===== src/rtl/alu_sched_pkg.sv =====
// Shared types and constants for the ALU issue scheduler.
// Optional build macro used by the top: ALU_SCHED_PERF_EN.
package alu_sched_pkg;

    // Register index width carried in the shadow stages; the top-level
    // REG_ADDR_W parameter is expected to match this value.
    localparam int SCHED_RA_W = 5;

    // RV32I major opcodes
    localparam logic [6:0] OPC_LOAD   = 7'b0000011;
    localparam logic [6:0] OPC_OP_IMM = 7'b0010011;
    localparam logic [6:0] OPC_AUIPC  = 7'b0010111;
    localparam logic [6:0] OPC_STORE  = 7'b0100011;
    localparam logic [6:0] OPC_OP     = 7'b0110011;
    localparam logic [6:0] OPC_LUI    = 7'b0110111;
    localparam logic [6:0] OPC_BRANCH = 7'b1100011;
    localparam logic [6:0] OPC_JALR   = 7'b1100111;
    localparam logic [6:0] OPC_JAL    = 7'b1101111;

    typedef enum logic [1:0] {
        FWD_RF    = 2'b00,
        FWD_EXMEM = 2'b01,
        FWD_MEMWB = 2'b10
    } fwd_sel_e;

    typedef enum logic [1:0] {
        RUN      = 2'b00,
        LU_STALL = 2'b01,
        MEM_HOLD = 2'b10
    } sched_state_e;

    // One pipeline shadow entry; rd is zero whenever wr is clear.
    typedef struct packed {
        logic                  valid;
        logic [SCHED_RA_W-1:0] rd;
        logic                  wr;
        logic                  ld;
    } stage_t;

    // True when a live writer stage produces the register being read.
    function automatic logic stage_hit(input stage_t s, input logic [SCHED_RA_W-1:0] rs);
        return s.valid && s.wr && (rs != '0) && (s.rd == rs);
    endfunction

endpackage


===== src/rtl/alu_src_decode.sv =====
// Opcode classifier: which sources an instruction reads, whether it writes
// rd, and whether it is a load. Unknown opcodes read and write nothing.
module alu_src_decode
    import alu_sched_pkg::*;
(
    input  logic [6:0] opcode_i,
    output logic       uses_rs1_o,
    output logic       uses_rs2_o,
    output logic       writes_rd_o,
    output logic       is_load_o
);

    // Purely combinational lookup on the major opcode
    always_comb begin
        uses_rs1_o  = 1'b0;
        uses_rs2_o  = 1'b0;
        writes_rd_o = 1'b0;
        is_load_o   = 1'b0;
        case (opcode_i)
            OPC_OP:     begin uses_rs1_o = 1'b1; uses_rs2_o = 1'b1; writes_rd_o = 1'b1; end
            OPC_STORE,
            OPC_BRANCH: begin uses_rs1_o = 1'b1; uses_rs2_o = 1'b1; end
            OPC_OP_IMM,
            OPC_JALR:   begin uses_rs1_o = 1'b1; writes_rd_o = 1'b1; end
            OPC_LOAD:   begin uses_rs1_o = 1'b1; writes_rd_o = 1'b1; is_load_o = 1'b1; end
            OPC_LUI,
            OPC_AUIPC,
            OPC_JAL:    writes_rd_o = 1'b1;
            default:    ;
        endcase
    end

endmodule


===== src/rtl/alu_issue_sched.sv =====
// Issue scheduler for the RV32I ALU operand stage. Keeps an EX/MEM/WB
// shadow, produces registered forwarding selects, inserts a one-cycle
// load-use bubble, freezes on data-memory busy and kills EX on flush.
// Optional build macro: ALU_SCHED_PERF_EN adds saturating event counters.
module alu_issue_sched
    import alu_sched_pkg::*;
#(
    parameter int REG_ADDR_W = SCHED_RA_W
`ifdef ALU_SCHED_PERF_EN
    ,parameter int CNT_W = 32
`endif
) (
    input  logic                  CLK,
    input  logic                  RESET,
    input  logic                  ID_VALID,
    output logic                  ID_READY,
    input  logic [6:0]            ID_OPCODE,
    input  logic [REG_ADDR_W-1:0] ID_RS1,
    input  logic [REG_ADDR_W-1:0] ID_RS2,
    input  logic [REG_ADDR_W-1:0] ID_RD,
    input  logic                  FLUSH,
    input  logic                  MEM_STALL,
    output logic                  EX_VALID,
    output logic [REG_ADDR_W-1:0] EX_RD,
    output logic [1:0]            FWD0_SEL,
    output logic [1:0]            FWD1_SEL
`ifdef ALU_SCHED_PERF_EN
    ,output logic [CNT_W-1:0]     ISSUE_CNT
    ,output logic [CNT_W-1:0]     LU_STALL_CNT
    ,output logic [CNT_W-1:0]     MEM_STALL_CNT
`endif
);

    logic dec_uses_rs1, dec_uses_rs2, dec_wr, dec_ld;

    alu_src_decode u_decode (
        .opcode_i    (ID_OPCODE),
        .uses_rs1_o  (dec_uses_rs1),
        .uses_rs2_o  (dec_uses_rs2),
        .writes_rd_o (dec_wr),
        .is_load_o   (dec_ld)
    );

    // Index 0 = EX, 1 = MEM, 2 = WB
    stage_t       shadow_q [3];
    fwd_sel_e     sel_q    [2];
    fwd_sel_e     sel_d    [2];
    sched_state_e state_q;

    logic [SCHED_RA_W-1:0] src_rs   [2];
    logic                  src_used [2];
    logic [1:0]            hit      [2];   // bit0: EX writer, bit1: MEM writer
    stage_t                id_stage;
    logic                  load_use;
    logic                  issue;

    assign src_rs[0]   = ID_RS1;
    assign src_rs[1]   = ID_RS2;
    assign src_used[0] = dec_uses_rs1;
    assign src_used[1] = dec_uses_rs2;

    // Per-operand producer match and forward source; the WB writer is
    // already visible through the write-first register file.
    generate
        for (genvar gi = 0; gi < 2; gi++) begin : g_operand
            assign hit[gi]   = {stage_hit(shadow_q[1], src_rs[gi]),
                                stage_hit(shadow_q[0], src_rs[gi])} & {2{src_used[gi]}};
            assign sel_d[gi] = hit[gi][0] ? FWD_EXMEM :
                               hit[gi][1] ? FWD_MEMWB : FWD_RF;
        end
    endgenerate

    // A load in EX cannot feed the next instruction in time. In LU_STALL
    // the bubble already occupies EX; the guard just bounds the stall.
    assign load_use = shadow_q[0].ld && (hit[0][0] || hit[1][0]) && (state_q != LU_STALL);
    assign ID_READY = !RESET && !FLUSH && !MEM_STALL && !load_use;
    assign issue    = ID_VALID && ID_READY;

    // Shadow entry for the instruction leaving ID; x0 is never a writer
    always_comb begin
        id_stage       = '0;
        id_stage.valid = 1'b1;
        id_stage.wr    = dec_wr && (ID_RD != '0);
        id_stage.rd    = id_stage.wr ? ID_RD : '0;
        id_stage.ld    = dec_ld;
    end

    // Shadow pipeline and registered forward selects
    always_ff @(posedge CLK) begin
        if (RESET) begin
            for (int i = 0; i < 3; i++) shadow_q[i] <= '0;
            for (int i = 0; i < 2; i++) sel_q[i] <= FWD_RF;
        end else if (FLUSH) begin
            // Killed EX entry travels on as a bubble; MEM/WB obey the freeze
            shadow_q[0] <= '0;
            for (int i = 0; i < 2; i++) sel_q[i] <= FWD_RF;
            if (!MEM_STALL) begin
                shadow_q[1] <= '0;
                shadow_q[2] <= shadow_q[1];
            end
        end else if (!MEM_STALL) begin
            // Load-use lands here with issue low, so a bubble enters EX
            shadow_q[0] <= issue ? id_stage : '0;
            shadow_q[1] <= shadow_q[0];
            shadow_q[2] <= shadow_q[1];
            for (int i = 0; i < 2; i++) sel_q[i] <= issue ? sel_d[i] : FWD_RF;
        end
    end

    assign EX_VALID = shadow_q[0].valid;
    assign EX_RD    = shadow_q[0].rd;
    assign FWD0_SEL = sel_q[0];
    assign FWD1_SEL = sel_q[1];

    // Scheduler state: RUN / LU_STALL / MEM_HOLD
    always_ff @(posedge CLK) begin
        if (RESET)                   state_q <= RUN;
        else if (MEM_STALL)          state_q <= MEM_HOLD;
        else if (load_use && !FLUSH) state_q <= LU_STALL;
        else                         state_q <= RUN;
    end

`ifdef ALU_SCHED_PERF_EN
    // Saturating event counters for issue, load-use bubble and memory hold
    always_ff @(posedge CLK) begin
        if (RESET) begin
            ISSUE_CNT     <= '0;
            LU_STALL_CNT  <= '0;
            MEM_STALL_CNT <= '0;
        end else begin
            if (issue && (ISSUE_CNT != '1))
                ISSUE_CNT <= ISSUE_CNT + CNT_W'(1);
            if (!FLUSH && !MEM_STALL && load_use && (LU_STALL_CNT != '1))
                LU_STALL_CNT <= LU_STALL_CNT + CNT_W'(1);
            if (MEM_STALL && (MEM_STALL_CNT != '1))
                MEM_STALL_CNT <= MEM_STALL_CNT + CNT_W'(1);
        end
    end
`endif

endmodule


===== config.mk =====
export PLATFORM = sky130hd
export DESIGN_NAME = alu_issue_sched
export DESIGN_NICKNAME = d
export VERILOG_FILES = /design/src/rtl/alu_sched_pkg.sv /design/src/rtl/alu_src_decode.sv /design/src/rtl/alu_issue_sched.sv
export SDC_FILE = /design/constraint.sdc
export NUM_CORES = 1
export LEC_CHECK = 0
export ABC_AREA = 1
export CAP_MARGIN = 40
export CELL_PAD_IN_SITES_DETAIL_PLACEMENT = 1
export CELL_PAD_IN_SITES_GLOBAL_PLACEMENT = 1
export CORE_MARGIN = 2
export CORE_UTILIZATION = 37
export DETAILED_ROUTE_END_ITERATION = 12
export MAX_ROUTING_LAYER = met4
export PLACE_DENSITY = 0.86
export SETUP_SLACK_MARGIN = 0.2
export SYNTH_ARGS = -nofsm -noshare
export SYNTH_HDL_FRONTEND = slang
export SYNTH_SLANG_ARGS = --single-unit
export TNS_END_PERCENT = 20

===== constraint.sdc =====
create_clock -name CLK -period 3.4 [get_ports CLK]
set_input_delay 0.51 -clock CLK [delete_from_list [all_inputs] [get_ports CLK]]
set_output_delay 0.51 -clock CLK [all_outputs]
set_load 0.01 [all_outputs]

==> results.py <==
metrics = {
    "run_status": {
        "status": "completed",
    },
    "final_layout": {
        "antennaDiodeCount": 0,
        "utilization_pct": 50.5,
        "fraction_of_final_layout_cells_sized_beyond_drive_strength_1_pct": 15.2,
        "layout.filler_cells": 484,
        "area_delta_synth_final_pct": 30.9,
        "layout.nets": 251,
    },
    "logic_synthesis": {
        "synthAdderAreaFrac_pct": 0,
        "synth_cells": 187,
        "yosys-mux-area-fraction_pct": 0,
        "synth_top_area_share_pct": 40.1,
        "synth.top_cells.by_area": "sky130_fd_sc_hd__edfxtp_1 (40%), sky130_fd_sc_hd__nand2_1 (13%), sky130_fd_sc_hd__inv_1 (8.4%), sky130_fd_sc_hd__nor2_1 (6.3%), sky130_fd_sc_hd__nor2_2 (4.8%)",
        "post-synth-top-area-cell": "sky130_fd_sc_hd__edfxtp_1",
        "synthXorXnorAreaFrac_pct": 1.85,
        "synth_top_family_by_area": "simple AND/OR/NAND/NOR gates",
        "area_fraction_in_compound_gates_after_synthesis_pct": 6.86,
        "synth.cell_area_um2": 1420,
        "synth-simple-area-share_pct": 35.7,
        "postSynthAreaPerCell_um2": 7.61,
        "yosys_synthesis_warning_count": 0,
        "synth-seq-area-share_pct": 42.9,
        "ys_seq_elements": 21,
        "synth_cell_types": 29,
        "synth_fp_nets": 214,
    },
    "setup_path": {
        "critPathKind": "in2out",
        "critical_path_cell_count": 10,
        "worst_r2r_startpoint": "shadow_q[0][5]",
        "worstPathBufferInverterCount": 4,
        "worstSetupEndpoint": "ID_READY",
        "cpPeakStageDelay_ps": 560,
        "worst_setup_path_startpoint": "ID_OPCODE[4]",
        "worst-endpoint-arrival_ps": 2350,
        "cp_data_required_time_ps": 2890,
        "critical-path-top-delay-family": "buffers and inverters",
        "reg2reg_setup_slack_ps": 1700,
        "endpoint_kind": "output pin",
        "setup.worst_path.start_class": "input port",
        "crit_path_cell_trace": "clkdlybuf4s50_1 -> inv_1 -> nand2_1 -> inv_1 -> nand2_1 -> nand3_2 -> nand2_2 -> nand2_2 -> a21oi_4 -> clkdlybuf4s50_1",
        "path_max_fanout": 3,
        "endpoint_of_the_most_critical_register_to_register_path": "shadow_q[0][6]",
        "critical_path.slowest_cell": "sky130_fd_sc_hd__clkdlybuf4s50_1",
        "worst_r2r_path_depth": 11,
    },
    "die": {
        "initial_utilization_pct": 38.6,
        "die_y_um": 66.0,
        "core.rowCount": 22,
        "ioPinCount": 38,
        "floorplan.core_area_um2": 3690,
        "die_area_um2": 4360,
        "floorplan_die_width_um": 66.0,
    },
    "clocking": {
        "number_of_buffers_created_by_cts": 3,
        "postCtsResizedCells": 0,
        "cts_max_level": 1,
        "cts_num_sinks": 21,
        "cts_tree": "yes",
        "clk_root_buffer_cell": "sky130_fd_sc_hd__clkbuf_8",
        "cts.clk_slew.worst_paths_ps": 80,
        "cts_setup_buffers": 0,
        "cts-root-to-sink-buffers": 2,
        "holdBufCountCts": 0,
        "worst_skew_late_latency_ps": 260,
    },
    "drt": {
        "drtIter0Drc": 28,
        "drt_drc_violations_left": 0,
        "drtAntennaViolNets": 0,
        "routedWlPerCell_um": 12.6,
        "post_drt_via_cell_ratio": 4.79,
        "wirelength_mm": 3.41,
        "drt-pass1-iter-count": 4,
        "vias": 1297,
    },
    "power_and_ir_drop": {
        "total_power_mw": 0.570,
        "clock_power_share_pct": 29.3,
        "internal_power_component_mw": 0.424,
        "combinationalPowerShare_pct": 18.3,
        "share_seq_of_total_power_pct": 52.3,
        "p_per_area_nw_per_um2": 306,
        "switching_power_mw": 0.145,
        "switching_share_pct": 25.5,
        "power.ir.vdd_worst_mv": 0.181,
        "p_leak_nw": 0.838,
    },
    "sta": {
        "finalCritPeriodShare_pct": 84.1,
        "slew_violations": 0,
        "finalWorstPathRequiredPeriod_ps": 2860,
        "timing.final.setup_violations": 0,
        "unrepaired_setup_endpoints_after_global_routing": "no",
        "tightest_slew_ps": 513,
        "final.hold.worst_slack_ps": 628,
        "slew_headroom_pct": 65.7,
        "max_fclk_mhz": 350,
        "final_hold_viol_count": 0,
        "timing.clock.skew_ps": 3.09,
        "timing.setup.tns_ps": 0,
    },
    "global_routing": {
        "track_usage_pct": 17.1,
        "first_global_vias": 1227,
        "grt_max_degree": 13,
        "globalRoute.totalOverflow": 0,
        "grt_first_pass_wirelength_mm": 5.53,
        "antenna_found_initial": 0,
    },
    "place": {
        "finalWeightedCongestion": 0.884,
        "dpl.hpwl_mm": 2.86,
        "placement.io_buffers": 37,
    },
    "hold_path": {
        "timing.hold.worst.class": "reg2reg",
        "hold_start": "shadow_q[0][1]",
    },
    "run": {
        "max-cap-violations": 0,
    },
}
## cell usage in the layout, fill, tap and decap left out, types with 6 or more instances in the layout
cell type,synthesis,routed
sky130_fd_sc_hd__clkdlybuf4s50_1,0,37
sky130_fd_sc_hd__edfxtp_1,19,19
sky130_fd_sc_hd__inv_1,32,32
sky130_fd_sc_hd__inv_2,6,6
sky130_fd_sc_hd__nand2_1,49,49
sky130_fd_sc_hd__nand2_2,6,6
sky130_fd_sc_hd__nand3_1,7,7
sky130_fd_sc_hd__nor2_1,24,24
sky130_fd_sc_hd__nor2_2,11,11
## synth_stat cells
| cell | instances |
|---|---|
| sky130_fd_sc_hd__a21boi_0 | 1 |
| sky130_fd_sc_hd__nand4_1 | 2 |
| sky130_fd_sc_hd__o22ai_1 | 1 |
| sky130_fd_sc_hd__buf_4 | 5 |
| sky130_fd_sc_hd__nand3_1 | 7 |
| sky130_fd_sc_hd__nand2_1 | 49 |
| sky130_fd_sc_hd__a211oi_1 | 1 |
| sky130_fd_sc_hd__inv_1 | 32 |
| sky130_fd_sc_hd__o21ai_0 | 3 |
| sky130_fd_sc_hd__nor3_1 | 2 |
| sky130_fd_sc_hd__a21oi_1 | 2 |
| sky130_fd_sc_hd__nand3_2 | 2 |
| sky130_fd_sc_hd__o221ai_1 | 1 |
| sky130_fd_sc_hd__nand2_2 | 6 |
| sky130_fd_sc_hd__nor4_1 | 1 |
| sky130_fd_sc_hd__nand2_4 | 1 |
| sky130_fd_sc_hd__edfxtp_1 | 19 |
| sky130_fd_sc_hd__xor2_1 | 1 |
| sky130_fd_sc_hd__o2111ai_1 | 1 |
| sky130_fd_sc_hd__o21ai_2 | 1 |
| sky130_fd_sc_hd__inv_2 | 6 |
| sky130_fd_sc_hd__nor2_1 | 24 |
| sky130_fd_sc_hd__a21oi_4 | 1 |
| sky130_fd_sc_hd__a22o_1 | 1 |
| sky130_fd_sc_hd__nor2_2 | 11 |
| sky130_fd_sc_hd__nor2_4 | 1 |
| sky130_fd_sc_hd__nand4_4 | 1 |
| sky130_fd_sc_hd__xnor2_1 | 2 |
| sky130_fd_sc_hd__dfxtp_1 | 2 |
## state kept, by name, summed over array words and instances (netlist names)
register and cells:
shadow_q 15, state_q 2, sel_q 4
## logic make-up after synthesis
family / Yosys count
buffers and inverters: 43
AOI/OAI and AO/OA: 13
xor gates and xnor gates: 3
DFF: 21
and+or+nand+nor: 107
## worst min-delay path by stage
| stage | to | slack, ps | cells after the start |
|---|---|---|---|
| 2_1_floorplan | shadow_q[0][9] | 540 | 2 |
| 3_3_place_gp | shadow_q[0][9] | 550 | 2 |
| 3_5_place_dp | shadow_q[0][15] | 620 | 2 |
| 4_1_cts | shadow_q[0][9] | 630 | 2 |
| 5_1_grt | shadow_q[0][9] | 660 | 2 |
| 6_report | shadow_q[0][9] | 630 | 2 |
## power by group through the flow
stage | clock (mW) | sequential (mW) | combinational [mW]
3_3_place_gp | 0 | 0.304 | 0.103
3_5_place_dp | 0 | 0.304 | 0.105
6_report | 0.167 | 0.298 | 0.105
2_1_floorplan | 0 | 0.302 | 0.0502
4_1_cts | 0.170 | 0.298 | 0.106
5_1_grt | 0.181 | 0.299 | 0.115
## stage by stage
step	cells	area (um^2)	setup slack, ps
2_1_floorplan	187	1420	1670
3_3_place_gp	267	1820	561
3_5_place_dp	267	1820	529
4_1_cts	271	1860	527
5_1_grt	271	1860	425
6_report	271	1860	541
## layer usage
metal  up-vias  part of all wire, %  global-route usage (%)
met5         -                    0                       -
met4         0                 0.56                    4.59
met3         2                  3.1                    1.70
met2        25                   50                    29.5
met1       621                   47                    21.4
li1        649                    -                       -
## final cells by class
class                   instances  area, um^2  area share, %
inverters                      38         143           7.66
multi-input cells             123         632           33.9
clock inverters                 1        5.00          0.269
clock buffers                   3        41.3           2.22
flip-flops and latches         21         611           32.8
well taps                      48        60.1           3.23
repair buffers                 37         370           19.9
## worst min-delay path: stages (launching register included)
cell and delay [ps]:
sky130_fd_sc_hd__edfxtp_1 360, sky130_fd_sc_hd__inv_1 50, sky130_fd_sc_hd__nor2_1 110
No activity file was read; power rests on OpenSTA's default activity.
